==> src/rtl/steer_ctrl.sv <==
// PD steering law with TRACK/HOLD/SEARCH recovery and a glitch-free servo PWM; 2-cycle command latency, no backpressure.
// Derivative term and its registers exist only when STEER_DERIV_EN is defined.
module steer_ctrl #(
  parameter int IMG_W            = 640,
  parameter int KP               = 4,
  parameter int KD               = 2,
  parameter int GAIN_SHIFT       = 4,
  parameter int LOST_HOLD_FRAMES = 8,
  parameter int SEARCH_CMD       = 96,
  parameter int PWM_DIV          = 16,
  localparam int X_W             = $clog2(IMG_W)
) (
  input  logic              clk,
  input  logic              rst,
  input  logic [X_W-1:0]    centroid_x,
  input  logic              line_valid,
  input  logic              line_lost,
  output logic signed [7:0] steer_cmd,
  output logic              steer_valid,
  output logic [1:0]        state,
  output logic              pwm_out
);

  localparam int E_W   = X_W + 1;
  localparam int SUM_W = X_W + 18;
  localparam int CNT_W = $clog2(LOST_HOLD_FRAMES + 1);
  localparam int PRE_W = $clog2(PWM_DIV + 1);
  localparam logic signed [E_W-1:0]   SETPOINT = E_W'(IMG_W >> 1);
  localparam logic signed [SUM_W-1:0] KP_S     = SUM_W'(KP);
  localparam logic signed [SUM_W-1:0] SAT_HI   = SUM_W'(127);
  localparam logic signed [SUM_W-1:0] SAT_LO   = SUM_W'(-127);
  localparam logic signed [7:0]       SRCH_P   = 8'(SEARCH_CMD);
  localparam logic signed [7:0]       SRCH_N   = 8'(-SEARCH_CMD);

  typedef enum logic [1:0] {TRACK = 2'd0, HOLD = 2'd1, SEARCH = 2'd2} st_t;

  st_t                     st_q, st_d;
  logic [CNT_W-1:0]        lost_cnt, cnt_d;
  logic signed [E_W-1:0]   err_now, s1_err;
  logic                    s1_vld;
  logic signed [SUM_W-1:0] err_ext, sum, shifted;
  logic signed [7:0]       pd_cmd, cmd_d, last_cmd;
  logic                    last_neg;

  assign state   = st_q;
  assign err_now = $signed({1'b0, centroid_x}) - SETPOINT;

  always_comb begin
    st_d  = st_q;
    cnt_d = lost_cnt;
    if (line_valid) begin
      if (!line_lost) begin
        st_d  = TRACK;
        cnt_d = '0;
      end else begin
        case (st_q)
          TRACK: begin
            cnt_d = CNT_W'(1);
            st_d  = (LOST_HOLD_FRAMES == 1) ? SEARCH : HOLD;
          end
          HOLD: begin
            cnt_d = lost_cnt + CNT_W'(1);
            if (cnt_d == CNT_W'(LOST_HOLD_FRAMES)) st_d = SEARCH;
          end
          default: st_d = SEARCH;
        endcase
      end
    end
  end

  always_ff @(posedge clk or posedge rst) begin
    if (rst) begin
      st_q     <= TRACK;
      lost_cnt <= '0;
      s1_vld   <= 1'b0;
      s1_err   <= '0;
    end else begin
      st_q     <= st_d;
      lost_cnt <= cnt_d;
      s1_vld   <= line_valid;
      if (line_valid) s1_err <= err_now;
    end
  end

  assign err_ext = {{(SUM_W-E_W){s1_err[E_W-1]}}, s1_err};

`ifdef STEER_DERIV_EN
  localparam logic signed [SUM_W-1:0] KD_S = SUM_W'(KD);
  logic signed [E_W-1:0]   err_prev;
  logic                    have_prev;
  logic signed [E_W:0]     diff_now, s1_diff;
  logic signed [SUM_W-1:0] diff_ext;

  assign diff_now = have_prev ? $signed({err_now[E_W-1], err_now} - {err_prev[E_W-1], err_prev}) : '0;
  assign diff_ext = {{(SUM_W-E_W-1){s1_diff[E_W]}}, s1_diff};

  // err_prev advances alongside stage 1 so back-to-back strobes each see their predecessor.
  always_ff @(posedge clk or posedge rst) begin
    if (rst) begin
      err_prev  <= '0;
      have_prev <= 1'b0;
      s1_diff   <= '0;
    end else if (line_valid) begin
      s1_diff <= diff_now;
      if (line_lost) begin
        have_prev <= 1'b0;
      end else begin
        err_prev  <= err_now;
        have_prev <= 1'b1;
      end
    end
  end

  assign sum = err_ext * KP_S + diff_ext * KD_S;
`else
  assign sum = err_ext * KP_S;
`endif

  assign shifted = sum >>> GAIN_SHIFT;

  always_comb begin
    pd_cmd = shifted[7:0];
    if (shifted > SAT_HI)      pd_cmd = 8'sd127;
    else if (shifted < SAT_LO) pd_cmd = -8'sd127;
  end

  // st_q already holds this frame's post-transition state when stage 2 runs.
  always_comb begin
    cmd_d = pd_cmd;
    case (st_q)
      HOLD:    cmd_d = last_cmd;
      SEARCH:  cmd_d = last_neg ? SRCH_N : SRCH_P;
      default: cmd_d = pd_cmd;
    endcase
  end

  always_ff @(posedge clk or posedge rst) begin
    if (rst) begin
      steer_cmd   <= '0;
      steer_valid <= 1'b0;
      last_cmd    <= '0;
      last_neg    <= 1'b0;
    end else begin
      steer_valid <= s1_vld;
      if (s1_vld) begin
        steer_cmd <= cmd_d;
        if (st_q == TRACK) begin
          last_cmd <= pd_cmd;
          if (pd_cmd != 8'sd0) last_neg <= pd_cmd[7];
        end
      end
    end
  end

  logic [PRE_W-1:0] pre_cnt;
  logic [7:0]       pwm_cnt, duty;
  logic             pre_wrap;

  assign pre_wrap = (pre_cnt == PRE_W'(PWM_DIV - 1));

  // Duty only reloads at the period boundary so a pulse is never truncated mid-period.
  always_ff @(posedge clk or posedge rst) begin
    if (rst) begin
      pre_cnt <= '0;
      pwm_cnt <= '0;
      duty    <= 8'd128;
      pwm_out <= 1'b0;
    end else begin
      pre_cnt <= pre_wrap ? '0 : pre_cnt + PRE_W'(1);
      if (pre_wrap) pwm_cnt <= pwm_cnt + 8'd1;
      if (pre_wrap && pwm_cnt == 8'hFF) duty <= {~steer_cmd[7], steer_cmd[6:0]};
      pwm_out <= (pwm_cnt < duty);
    end
  end

endmodule

==> config.mk <==
export PLATFORM = sky130hd
export DESIGN_NAME = steer_ctrl
export DESIGN_NICKNAME = d
export VERILOG_FILES = /design/src/rtl/steer_ctrl.sv
export SDC_FILE = /design/constraint.sdc
export NUM_CORES = 1
export LEC_CHECK = 0
export BUFFER_PORTS_ARGS = -buffer_cell sky130_fd_sc_hd__buf_2
export CORE_MARGIN = 2
export CORE_UTILIZATION = 50
export DETAILED_ROUTE_END_ITERATION = 12
export PLACE_DENSITY = 0.69
export REMOVE_ABC_BUFFERS = 1
export SYNTH_ARGS = -nofsm -noshare
export SYNTH_HDL_FRONTEND = slang
export SYNTH_SLANG_ARGS = --single-unit
==> constraint.sdc <==
create_clock -name clk -period 3.3 [get_ports clk]
set_clock_uncertainty 0.15 [all_clocks]
set_input_delay 0.165 -clock clk [delete_from_list [all_inputs] [get_ports clk]]
set_output_delay 0.165 -clock clk [all_outputs]
set_load 0.02 [all_outputs]
==> impl_metrics.json, run 1 <==
{
  "root_buffer": "clkbuf_8",
  "stdcell_count": 348,
  "grt_usage": 0.173,
  "avgRoutedWirePerCell_um": 13.1,
  "crit_type": "register to register",
  "crit_chain": "ha_1 -> and4b_1 -> nand4_4 -> nor2_8 -> mux2_2",
  "routabilityCongestion": 0.780,
  "fp.dieH_um": 77.7,
  "clkLatencyLatePin_ns": 0.31,
  "syn_to_final_growth_pct": 12.7,
  "dieArea_um2": 6040,
  "clock_path_buffers": 2,
  "arrival_ns": 2.15,
  "setup_violations": 0,
  "initial_core_util": 0.526,
  "synthArstFlopShare": 1.00,
  "layout-drive-gt1-share": 0.191,
  "reg2reg_to": "duty[5]",
  "ant_nets": 0,
  "nNetsFinal": 305,
  "grt_overflow": 0,
  "regArea_um2": 1400,
  "grt_max_degree": 40,
  "r2r_start": "pre_cnt[0]",
  "layout_common_cells": "55 x dfrtp_1, 23 x buf_2, 19 x a21oi_1",
  "pre_cts_ws_ns": 1.20,
  "num_rows": 26,
  "seq_area_frac_synth": 0.516,
  "cts_resized": 0,
  "critical_path_required_ns": 3.35,
  "multi_input_area_um2": 1190,
  "max_stage_delay_ns": 0.49,
  "finalInstanceArea_um2": 3070,
  "startpoint_type": "register",
  "cts_made_buffers": 5,
  "rsz0062_at_grt": "no",
  "clk_pin_slew_ns": 0.09,
  "cts_tree": "yes",
  "critPathCapture": "duty[5]",
  "drt_wl_total_um": 4580,
  "diodes": 0,
  "max-slew-margin-rel": 0.461,
  "fp.dieW_um": 77.7,
  "max_slew.worst_pin.slew_ns": 0.807,
  "ys.flop_type": "dfrtp_1",
  "cp_slowest_cell": "and4b_1",
  "finalMaxSlewViolations": 0,
  "setup.worst_path.start": "pre_cnt[0]",
  "setup_slack_ns": 1.20,
  "netlist_instances": 250,
  "drc": 0,
  "n_fill_cell": 447,
  "ir_drop_v": 0.000312,
  "finalHoldViolCount": 0,
  "yosysUniqueCellTypes": 44,
  "fin_tns_setup_ns": 0,
  "cts_setup_buffers": 0,
  "finalCriticalPeriod_ns": 2.10,
  "io_pins": 26,
  "status": "completed",
  "final_common_cell": "dfrtp_1",
  "whs_ns": 0.0190,
  "end_kind": "register",
  "synth_warnings": 0,
  "synth-edff-count": 0,
  "grt_antenna_before_repair": 0,
  "num_vias": 1848,
  "max_freq_mhz": 476,
  "vias_per_cell": 5.31,
  "cap_violations": 0,
  "p_leak_uw": 0.00144,
  "drt_first_iter_violations": 67,
  "htreeDepth": 2,
  "placed_cell_area_um2": 2880,
  "hold_class": "input pin to register",
  "finalCritPeriodShare": 0.637,
  "cts.sinks": 56,
  "p_per_area_nw_per_um2": 655,
  "crit_fanout": 10,
  "syn_avg_cell_area_um2": 10.9,
  "dr.pass1.iters": 4,
  "dpl.cell_count": 334,
  "io_buffers": 23,
  "synth-seq-cells": 56,
  "ff2ff_setup_slack_ns": 1.20,
  "r2r_cells": 5,
  "core_um2": 5170,
  "place_hpwl_um": 3370,
  "grt_pass1_wl_um": 8270,
  "synthesis.area_um2": 2720,
  "first_global_vias": 1813
}
-- worst min-delay path by stage --
stage                  startpoint     endpoint  slack [ns]  depth (start not counted)
floorplan              line_valid       s1_vld        0.05                          0
global route            line_lost  lost_cnt[0]       0.007                          3
CTS                     line_lost  lost_cnt[0]       0.007                          3
detailed placement  centroid_x[6]    s1_err[6]        0.22                          2
global placement              rst    s1_err[4]        0.22                          2
finish                  line_lost  lost_cnt[0]        0.02                          3
-- area by class of cell --
| class | instances | share of cell area |
|---|---|---|
| timing repair buffer | 30 | 0.0596 |
| tap | 70 | 0.0286 |
| multi-input combinational | 164 | 0.389 |
| sequential | 56 | 0.458 |
| inverter | 20 | 0.0245 |
| clock inverter | 1 | 0.00980 |
| clock buffer | 7 | 0.0314 |
-- synthesized netlist by cell type, types with 2 or more instances --
cell | n | area (um2)
xor2_1 | 6 | 52.6
mux2_2 | 16 | 180
clkbuf_1 | 5 | 18.8
dfrtp_1 | 55 | 1380
ha_1 | 14 | 175
mux2i_1 | 2 | 20.0
nor3_1 | 2 | 10.0
nand3_1 | 8 | 40.0
and2_1 | 2 | 12.5
and3_1 | 2 | 12.5
inv_1 | 19 | 71.3
nor4_1 | 2 | 12.5
a32o_1 | 2 | 20.0
o2111ai_1 | 2 | 17.5
nand2_1 | 18 | 67.6
nor2_1 | 9 | 33.8
o21a_1 | 5 | 37.5
nor2b_1 | 4 | 25.0
a22o_1 | 3 | 26.3
xnor2_1 | 6 | 52.6
nand4_1 | 3 | 18.8
a31oi_1 | 5 | 31.3
o21ai_0 | 16 | 80.1
nand2b_1 | 3 | 18.8
buf_2 | 4 | 20.0
a21oi_1 | 19 | 95.1
-- state kept, by name, summed over array words and instances, names as in the netlist --
register     cells
state            2
s1_err           9
last_neg         1
last_cmd         8
pwm_out          1
duty             8
steer_cmd        8
lost_cnt         4
pwm_cnt          8
pre_cnt          5
steer_valid      1
s1_vld           1
-- where the power goes --
group          internal (uW)  total (uW)  switching (uW)
clock                    268         483             215
combinational            234         592             358
sequential               826         933             106
total                   1330        2010             679
-- repair_timing --
action | CTS | global route
hold buffers | 6 | 0
endpoints found under the setup margin | 0 | 0
hold endpoints to repair | 43 | 0
-- worst max-delay path, delay by kind of cell (launching register included) --
family	cells	cell delay (ns)
and+or+nand+nor	3	0.91
muxes	1	0.35
DFF	1	0.38
adders and majority gates	1	0.20
-- cell families (layout without fill, tap and decap cells) --
group | Yosys count | count (layout) | share of synthesized area
adders and majority gates | 14 | 14 | 0.0644
muxes | 19 | 19 | 0.0778
and+or+nand+nor | 58 | 58 | 0.117
xor gates and xnor gates | 12 | 12 | 0.0387
buffers and inverters | 30 | 58 | 0.0460
AOI/OAI and AO/OA | 61 | 61 | 0.140
DFF | 56 | 56 | 0.516
-- metrics by stage --
step           total power (uW)   util
3_3_place_gp               1520  0.557
5_1_grt                    2140  0.593
3_5_place_dp               1540  0.557
6_report                   2010  0.593
2_1_floorplan              1350      -
4_1_cts                    2030  0.593
-- layer usage --
layer  share of wire  vias to the layer above  routed length [um]  track usage
met5               0                        -                   0            0
met3           0.026                        6                 121       0.0419
met4           0.014                        0                  65       0.0625
met1            0.46                      887                2090        0.210
met2            0.50                       19                2300        0.298
li1                -                      936                   -            -
Power figures use the tool's default switching activity.
==> run 2, diff against run 1 <==
PLACE_DENSITY = 0.72   (was 0.69)
clock period = 1.8 ns   (was 3.3 ns; I/O delays follow)
==> run 2 against run 1 <==
- sequential share of layout area decreased by 2.2 points
- first-iteration DRC count increased by 12%
- final cell count increased by 4.3%
- maximum frequency increased by 20%
- global-route usage increased by 0.39 points
- die area unchanged
- worst setup slack got worse by 1.2 ns
- power increased by 88%
- count of clock-buffer cells in the layout decreased by 2
- via count increased by 4.2%
- worst hold slack got worse by 0.0073 ns
- combinational power increased by 110%
==> impl_metrics.json, run 2 (same netlist as run 1, synthesis figures left out) <==
{
  "status": "completed",
  "drc": 0,
  "vias_per_cell": 5.31,
  "critPathCapture": "duty[5]",
  "max_stage_delay_ns": 0.38,
  "clk_pin_slew_ns": 0.10,
  "core_um2": 5170,
  "avgRoutedWirePerCell_um": 13.4,
  "cts.sinks": 56,
  "arrival_ns": 1.81,
  "p_per_area_nw_per_um2": 1170,
  "io_buffers": 23,
  "fin_tns_setup_ns": 0,
  "cp_slowest_cell": "dfrtp_1",
  "max_freq_mhz": 571,
  "end_kind": "register",
  "startpoint_type": "register",
  "drt_wl_total_um": 4850,
  "final_common_cell": "dfrtp_1",
  "r2r_cells": 5,
  "ant_nets": 0,
  "multi_input_area_um2": 1220,
  "largest_reg_flops": 9,
  "finalMaxSlewViolations": 0,
  "fin_util": 0.623,
  "dr.pass1.iters": 4,
  "diodes": 0,
  "finalInstanceArea_um2": 3220,
  "grt_usage": 0.177,
  "fp.dieW_um": 77.7,
  "grt_max_degree": 23,
  "finalCritPeriodShare": 0.974,
  "finalHoldViolCount": 0,
  "setup.worst_path.start": "pre_cnt[0]",
  "num_vias": 1926,
  "cap_violations": 0,
  "clock_path_buffers": 2,
  "fp.dieH_um": 77.7,
  "grt_overflow": 0,
  "clkLatencyLatePin_ns": 0.31,
  "r2r_start": "pre_cnt[0]",
  "max-slew-margin-rel": 0.671,
  "cts_made_buffers": 5,
  "drt_first_iter_violations": 75,
  "reg2reg_to": "duty[5]",
  "setup_violations": 0,
  "place_hpwl_um": 3590,
  "crit_chain": "ha_2 -> and4b_2 -> nand4_4 -> nor2_8 -> mux2_2",
  "regArea_um2": 1400,
  "rsz0062_at_grt": "yes",
  "hold_class": "input pin to register",
  "hold_path_depth": 3,
  "placed_cell_area_um2": 2940,
  "top_register": "s1_err",
  "root_buffer": "clkbuf_8",
  "crit_fanout": 8,
  "critical_path_required_ns": 1.86,
  "layout_common_cells": "55 x dfrtp_1, 23 x buf_2, 19 x a21oi_1",
  "crit_type": "register to register",
  "dieArea_um2": 6040,
  "setup_slack_ns": 0.0474,
  "pre_cts_ws_ns": 0.00767,
  "nNetsFinal": 320,
  "cts_tree": "yes",
  "initial_core_util": 0.526,
  "num_rows": 26,
  "ir_drop_v": 0.000765,
  "io_pins": 26,
  "htreeDepth": 2,
  "first_global_vias": 1904,
  "ff2ff_setup_slack_ns": 0.05,
  "grt_antenna_before_repair": 0,
  "finalCriticalPeriod_ns": 1.75,
  "routabilityCongestion": 0.802,
  "syn_to_final_growth_pct": 18.5,
  "n_fill_cell": 415,
  "grt_pass1_wl_um": 8650,
  "layout-drive-gt1-share": 0.235,
  "max_slew.worst_pin.slew_ns": 0.493,
  "p_leak_uw": 0.00150
}
run 2: cell types whose count changed in the layout (fill, tap and decap cells not counted), moves of 2 or more:
cell and delta:
buf_4 +10, dlygate4sd3_1 +4, ha_1 -3, clkbuf_8 -2, clkinv_4 +2, ha_4 +2
run 2: critical path: cells and delay by family, from the launching register on:
family        cells  cell delay (ns)
mux               1             0.35
flops             1             0.38
simple gates      3             0.60
fa+ha+maj         1             0.18
run 2: report_power, final:
group	internal, uW	switching [uW]	leakage (uW)
Clock	419	410	0.0000583
Sequential	1510	197	0.000700
Combinational	538	691	0.000745
Total	2470	1300	0.00150
run 2: through the flow:
| step | total power (uW) | hold WS, ns | instances |
|---|---|---|---|
| global route | 4040 | 0.0390 | 363 |
| CTS | 3730 | 0.00729 | 359 |
| detailed placement | 2880 | -0.00154 | 341 |
| floorplan | 2480 | -0.0286 | 240 |
| global placement | 2830 | -0.00473 | 341 |
| finish | 3770 | 0.0117 | 363 |
run 2: repair_timing:
item,in CTS,in global routing
gates resized for setup,0,7
setup endpoints to repair,0,9
hold buffers,10,0
hold endpoints to repair,32,0
buffers inserted,0,4
run 2: area by class of cell:
type / instances / area share
clock inverter: 3 / 0.0148
inverter: 20 / 0.0233
timing repair buffer: 45 / 0.0986
tap: 70 / 0.0272
sequential: 56 / 0.435
clock buffer: 5 / 0.0214
multi-input combinational: 164 / 0.380
run 2: how the worst min path moves through the flow:
stage / start / endpoint
global route: centroid_x[9] / s1_err[9]
floorplan: line_valid / s1_vld
detailed placement: rst / s1_err[3]
global placement: rst / s1_err[3]
finish: centroid_x[9] / s1_err[10]
CTS: centroid_x[9] / s1_err[10]
run 2: routing by layer:
layer / GRT usage / wire (um)
met5: 0 / 0
met4: 0.0482 / 57
met3: 0.0384 / 122
met2: 0.314 / 2490
met1: 0.216 / 2190
